$ cat src/rtl/seg7_row_streamer.sv
// Seven-segment row renderer. It walks the page, digit and column cursors and
// streams SSD1306 page-mode column bytes under valid/ready flow control.
module seg7_row_streamer #(
    parameter int unsigned DIGITS  = 6,
    parameter int unsigned GLYPH_W = 21,
    parameter int unsigned GAP_W   = 3,
    parameter int unsigned PAGES   = 4
) (
    input  logic                clk_in,
    input  logic                reset_n_in,
    input  logic                start_in,
    input  logic [4*DIGITS-1:0] digits_in,
    input  logic                hex_mode_in,
    input  logic                blank_lz_in,
    output logic [6:0]          glyph_seg_out,
    output logic [4:0]          glyph_x_out,
    output logic [2:0]          glyph_y_out,
    input  logic [7:0]          glyph_pixels_in,
    output logic [7:0]          data_out,
    output logic                valid_out,
    input  logic                ready_in,
    output logic                page_start_out,
    output logic                busy_out,
    output logic                done_out
);

    localparam logic [5:0] COL_LAST   = 6'(GLYPH_W + GAP_W - 1);
    localparam logic [5:0] COL_GLYPH  = 6'(GLYPH_W);
    localparam logic [3:0] DIGIT_LAST = 4'(DIGITS - 1);
    localparam logic [2:0] PAGE_LAST  = 3'(PAGES - 1);

    typedef enum logic [1:0] {StIdle, StStream, StDone} state_e;

    state_e              state_q, state_d;
    logic [4*DIGITS-1:0] digits_q;
    logic                hex_q, blank_q;
    logic [2:0]          page_q;
    logic [3:0]          digit_q;
    logic [5:0]          col_q;
    logic                exhausted_q;
    logic [7:0]          data_q;
    logic                valid_q, page_start_q;

    logic       accept, load, handshake, last_pos, in_gap;
    logic [3:0] cur_val;
    logic       cur_blank, zero_run;
    logic [6:0] seg_raw;

    always_comb begin
        accept    = (state_q == StIdle) && start_in;
        load      = (state_q == StStream) && !exhausted_q && (!valid_q || ready_in);
        handshake = valid_q && ready_in;
        last_pos  = (page_q == PAGE_LAST) && (digit_q == DIGIT_LAST) && (col_q == COL_LAST);
        in_gap    = (col_q >= COL_GLYPH);

        state_d = state_q;
        unique case (state_q)
            StIdle:   if (start_in) state_d = StStream;
            StStream: if (exhausted_q && handshake) state_d = StDone;
            StDone:   state_d = StIdle;
            default:  state_d = StIdle;
        endcase
    end

    // zero_run tracks "every digit from the left up to i is zero".
    always_comb begin
        cur_val   = 4'h0;
        cur_blank = 1'b0;
        zero_run  = 1'b1;
        for (int unsigned i = 0; i < DIGITS; i++) begin
            zero_run = zero_run & (digits_q[4*(DIGITS-i)-1 -: 4] == 4'h0);
            if (digit_q == 4'(i)) begin
                cur_val   = digits_q[4*(DIGITS-i)-1 -: 4];
                cur_blank = blank_q & zero_run & (i < DIGITS - 1);
            end
        end

        case (cur_val)
            4'h0:    seg_raw = 7'h3F;
            4'h1:    seg_raw = 7'h06;
            4'h2:    seg_raw = 7'h5B;
            4'h3:    seg_raw = 7'h4F;
            4'h4:    seg_raw = 7'h66;
            4'h5:    seg_raw = 7'h6D;
            4'h6:    seg_raw = 7'h7D;
            4'h7:    seg_raw = 7'h07;
            4'h8:    seg_raw = 7'h7F;
            4'h9:    seg_raw = 7'h6F;
            4'hA:    seg_raw = 7'h77;
            4'hB:    seg_raw = 7'h7C;
            4'hC:    seg_raw = 7'h39;
            4'hD:    seg_raw = 7'h5E;
            4'hE:    seg_raw = 7'h79;
            default: seg_raw = 7'h71;
        endcase
        if (!hex_q && (cur_val >= 4'd10)) seg_raw = 7'h40;

        glyph_seg_out = ((state_q != StStream) || cur_blank) ? 7'h00 : seg_raw;
        glyph_x_out   = in_gap ? 5'd0 : col_q[4:0];
        glyph_y_out   = page_q;
    end

    always_ff @(posedge clk_in or negedge reset_n_in) begin
        if (!reset_n_in) begin
            state_q      <= StIdle;
            digits_q     <= '0;
            hex_q        <= 1'b0;
            blank_q      <= 1'b0;
            page_q       <= 3'd0;
            digit_q      <= 4'd0;
            col_q        <= 6'd0;
            exhausted_q  <= 1'b0;
            data_q       <= 8'h00;
            valid_q      <= 1'b0;
            page_start_q <= 1'b0;
        end else begin
            state_q <= state_d;
            if (accept) begin
                digits_q    <= digits_in;
                hex_q       <= hex_mode_in;
                blank_q     <= blank_lz_in;
                page_q      <= 3'd0;
                digit_q     <= 4'd0;
                col_q       <= 6'd0;
                exhausted_q <= 1'b0;
            end
            if (load) begin
                data_q       <= in_gap ? 8'h00 : glyph_pixels_in;
                valid_q      <= 1'b1;
                page_start_q <= (digit_q == 4'd0) && (col_q == 6'd0);
                if (last_pos) exhausted_q <= 1'b1;
                if (col_q == COL_LAST) begin
                    col_q <= 6'd0;
                    if (digit_q == DIGIT_LAST) begin
                        digit_q <= 4'd0;
                        page_q  <= (page_q == PAGE_LAST) ? 3'd0 : page_q + 3'd1;
                    end else begin
                        digit_q <= digit_q + 4'd1;
                    end
                end else begin
                    col_q <= col_q + 6'd1;
                end
            end else if (handshake) begin
                valid_q      <= 1'b0;
                page_start_q <= 1'b0;
            end
        end
    end

    always_comb begin
        data_out       = data_q;
        valid_out      = valid_q;
        page_start_out = page_start_q;
        busy_out       = (state_q == StStream);
        done_out       = (state_q == StDone);
    end

endmodule

$ cat config.mk
export PLATFORM = sky130hd
export DESIGN_NAME = seg7_row_streamer
export DESIGN_NICKNAME = d
export VERILOG_FILES = /design/src/rtl/seg7_row_streamer.sv
export SDC_FILE = /design/constraint.sdc
export NUM_CORES = 1
export LEC_CHECK = 0
export CORE_MARGIN = 4
export CORE_UTILIZATION = 53
export CTS_BUF_LIST = sky130_fd_sc_hd__clkbuf_8
export CTS_CLUSTER_DIAMETER = 80
export DETAILED_ROUTE_END_ITERATION = 12
export GPL_TIMING_DRIVEN = 0
export PLACE_DENSITY = 0.83
export SLEW_MARGIN = 20
export SYNTH_ARGS = -nofsm -noshare
export SYNTH_HDL_FRONTEND = slang
export SYNTH_SLANG_ARGS = --single-unit
$ cat constraint.sdc
create_clock -name clk_in -period 3.62 [get_ports clk_in]
set_input_delay 0.362 -clock clk_in [delete_from_list [all_inputs] [get_ports clk_in]]
set_output_delay 0.362 -clock clk_in [all_outputs]
set_load 0.02 [all_outputs]
==> results of run 1 <==
[timing repair]
item | CTS | global route
setup buffers | 3 | 2
endpoints found under the setup margin | 7 | 5
gates resized for setup | 3 | 5
pin swaps | 1 | 1
[worst max-delay path, delay by kind of cell (launching register included)]
kind	cells	cell delay [ps]
flops	1	360
compound gates	4	650
buf+inv	5	1010
fa+ha+maj	1	250
mux	1	520
[stage by stage]
| step | setup TNS (ps) | instances | worst slack [ps] | instance area, um^2 |
|---|---|---|---|---|
| 2_1_floorplan | 0 | 347 | 660 | 3000 |
| 3_3_place_gp | 0 | 483 | 79.5 | 3730 |
| 3_5_place_dp | -6.86 | 483 | -6.86 | 3730 |
| 4_1_cts | 0 | 494 | 2.31 | 3890 |
| 5_1_grt | 0 | 496 | 41.0 | 3920 |
| 6_report | 0 | 496 | 161 | 3920 |
[placed cells by master (no fill, tap or decap), types with 3 or more instances in the layout]
| cell | count |
|---|---|
| buf_4 | 7 |
| clkdlybuf4s50_1 | 57 |
| clkbuf_8 | 5 |
| nand4_1 | 4 |
| a21oi_1 | 5 |
| nand2_1 | 108 |
| a31oi_1 | 3 |
| nor2b_1 | 6 |
| mux2i_1 | 5 |
| and2_1 | 6 |
| inv_1 | 9 |
| ha_1 | 10 |
| and3_1 | 3 |
| nor4_1 | 6 |
| a211oi_1 | 4 |
| o21ai_0 | 18 |
| nor3_1 | 3 |
| o22ai_1 | 3 |
| nor2_1 | 20 |
| dlymetal6s2s_1 | 4 |
| dfrtp_1 | 52 |
| nand3_1 | 14 |
| or3_1 | 3 |
| clkbuf_1 | 12 |
| buf_6 | 4 |
| a21o_1 | 3 |
[registers in the layout, summed over array words and instances (netlist names), 2 cells and up]
| name | cells |
|---|---|
| col_q | 6 |
| digit_q | 4 |
| glyph_y_out | 3 |
| state_q | 2 |
| data_out | 8 |
| digits_q | 24 |
[cell type report]
type | count | share of cell area, %
clock buffers | 5 | 1.75
repair buffers | 69 | 17.4
flip-flops and latches | 52 | 33.2
well taps | 72 | 2.30
plain buffers | 20 | 2.94
clock inverters | 3 | 1.75
multi-input cells | 265 | 39.7
inverters | 10 | 0.957
[worst paths after layout]
check	to	slack, ps	cells after the start
setup / recovery	glyph_seg_out[4]	160	11
hold / removal	digits_q[20]$_DFFE_PN0P_	70	1
setup reg to reg	digit_q[2]$_DFF_PN0_	1640	5
hold reg to reg	data_out[2]$_DFFE_PN0P_	470	2
max in group asynchronous	digits_q[7]$_DFFE_PN0P_	3110	1
min in group clk_in	data_out[2]$_DFFE_PN0P_	470	2
[where the power goes]
group / internal [mW] / switching [mW] / leakage (nW)
combinational: 0.456 / 0.512 / 1.12
clock: 0.278 / 0.202 / 0.0687
sequential: 0.702 / 0.112 / 0.662
total: 1.44 / 0.825 / 1.85
[kinds of logic after synthesis]
kind of cell	Yosys count
flip-flops	52
XOR/XNOR	2
AND/OR/NAND/NOR	187
AO/OA/AOI/OAI	58
buffers and inverters	30
multiplexers	8
adder cells (fa/ha/maj)	10
[routing by layer]
layer / vias to the layer above / wire length (um) / part of all wire, % / track usage [%]
met5: - / 0 / 0 / 0
met4: 0 / 114 / 1.5 / 5.65
met3: 12 / 524 / 7.1 / 7.44
met2: 87 / 3600 / 49 / 37.5
met1: 1273 / 3140 / 43 / 26.1
li1: 1336 / - / - / -
[synth_stat cells, drive strengths merged, types with 2 or more instances]
cell    number  area share [%]
a31oi        4             1.0
o21ai       20             3.5
o311ai       2            0.58
dfrtp       52              43
a21oi        6             1.1
clkbuf      12             1.5
mux2i        5             1.7
nor2        20             2.5
nand2b       2            0.42
a21o         3            0.75
nand4        4            0.83
a311oi       2            0.58
o41ai        2            0.58
mux4         2             1.5
inv         10             1.2
o22ai        4             1.0
xor2         2            0.58
nor4         7             1.7
a211oi       4             1.0
nand2      108              14
or3          3            0.63
nor2b        6             1.3
and3         3            0.63
nor3b        2            0.67
buf          8             2.2
nand3       14             2.3
o31ai        3             1.2
ha          10             4.2
and2         7             1.5
nor3         3            0.50
nand3b       2            0.50
==> reports/metrics.cfg, run 1 <==
[critical_path]
critPathMaxFanout=10
crit_start=digit_q[0]$_DFF_PN0_
crit_chain=buf_6, clkbuf_4, mux4_2, a22oi_2, buf_4, ha_1, a2111oi_4, o31ai_4, buf_4, a311oi_1, dlygate4sd2_1
path_class=flip-flop to output port
r2r_start=state_q[1]$_DFFE_PN0P_
startpoint_type=flip-flop
cp_slowest_stage_delay_ps=520
cp-end-kind=output port
cp.required_ps=3260
critPathMostFrequentCell=buf_4
critical_path.slowest_cell=mux4_2
crit_arrival_ps=3100

[global_routing]
globalRoute.totalOverflow=0
grt_first_pass_wirelength_mm=12.6
antenna_found_initial=0
grt_max_degree=53
grt_util_all_layers_pct=21.8
grt_pass1_vias=2732

[synth]
synth_top_family_by_area=simple AND/OR/NAND/NOR gates
synth-compound-area-share_pct=14.5
synthArstFlopShare_pct=100
synthFlopType=dfrtp_1
synth_cells=347
syn_nets=395
synth_xor_area_share_pct=0.583
synth-seq-cells=52
synth.distinct_cells=58
synth.area.mux_share_pct=3.54
syn_area_um2=3000
synth_fa_ha_area_share_pct=4.17
ys_seq_area_share_pct=43.3
synth_edf_count=0
avgSynthCellArea_um2=8.65
ys_warn_count=0
synth-simple-area-share_pct=28.9

[clock_network]
clock-root-buffer=clkbuf_8
clk_latency_ps=310
clkSlewWorstSetupHoldPaths_ps=90
clock_sinks=52
tritoncts=done
numCtsBuffers=5
cts-hold-fix-buffers=0
cts_max_level=2
cts_buffer_depth=2

[die]
dieArea_um2=6930
start_util_pct=54.5
core_um2=5510
fp.dieW_um=83.3
rows=27
die_h_um=83.3
ios=65

[timing]
finalCriticalPeriod_ps=3460
rsz0062_at_grt=no
fin_hold_ws_ps=71.6
maxSlewHeadroom_pct=55.9
hold_violations=0
fmax_mhz=289
setup_viol=0
tightest_slew_ps=656
drv_slew=0
finClkSkew_ps=10.1
min_period_over_period_pct=95.6

[final_layout]
fill_cells=438
areaGrowthSynthToFinish_pct=30.6
multi_input_area_um2=1560
nets=471
drive_gt1_share_pct=9.43
register_area_um2=1300
diodes=0
fin_util_pct=71.2

[detailed_routing]
ant_nets=0
viasPerCell=5.46
drtIter0Drc=184
drt_pre_antenna_iters=4
drcViolationCount=0
wl_mm=7.38
vias=2708
routedWlPerCell_um=14.9

[place]
port_buffers=64
dp_hpwl_mm=5.48
gp_congestion=0.976

[status]
status=completed

[pwr]
p_total_mw=2.26
p_leak_nw=1.85
p_per_area_nw_per_um2=577
irDropWorstVdd_mv=0.394

[hold_path]
min-delay-path-class=input pin to async pin

[job]
cap_violations=0

Note: power is estimated with default switching activity, not from simulation.
==> run 2, diff against run 1 <==
--- a/config.mk
+++ b/config.mk
@@ -5,6 +5,7 @@
 export SDC_FILE = /design/constraint.sdc
 export NUM_CORES = 1
 export LEC_CHECK = 0
+export CAP_MARGIN = 10
 export CORE_MARGIN = 4
 export CORE_UTILIZATION = 53
 export CTS_BUF_LIST = sky130_fd_sc_hd__clkbuf_8
==> results of run 2 <==
Final layout, timing and power as in run 1 (identical DEF).
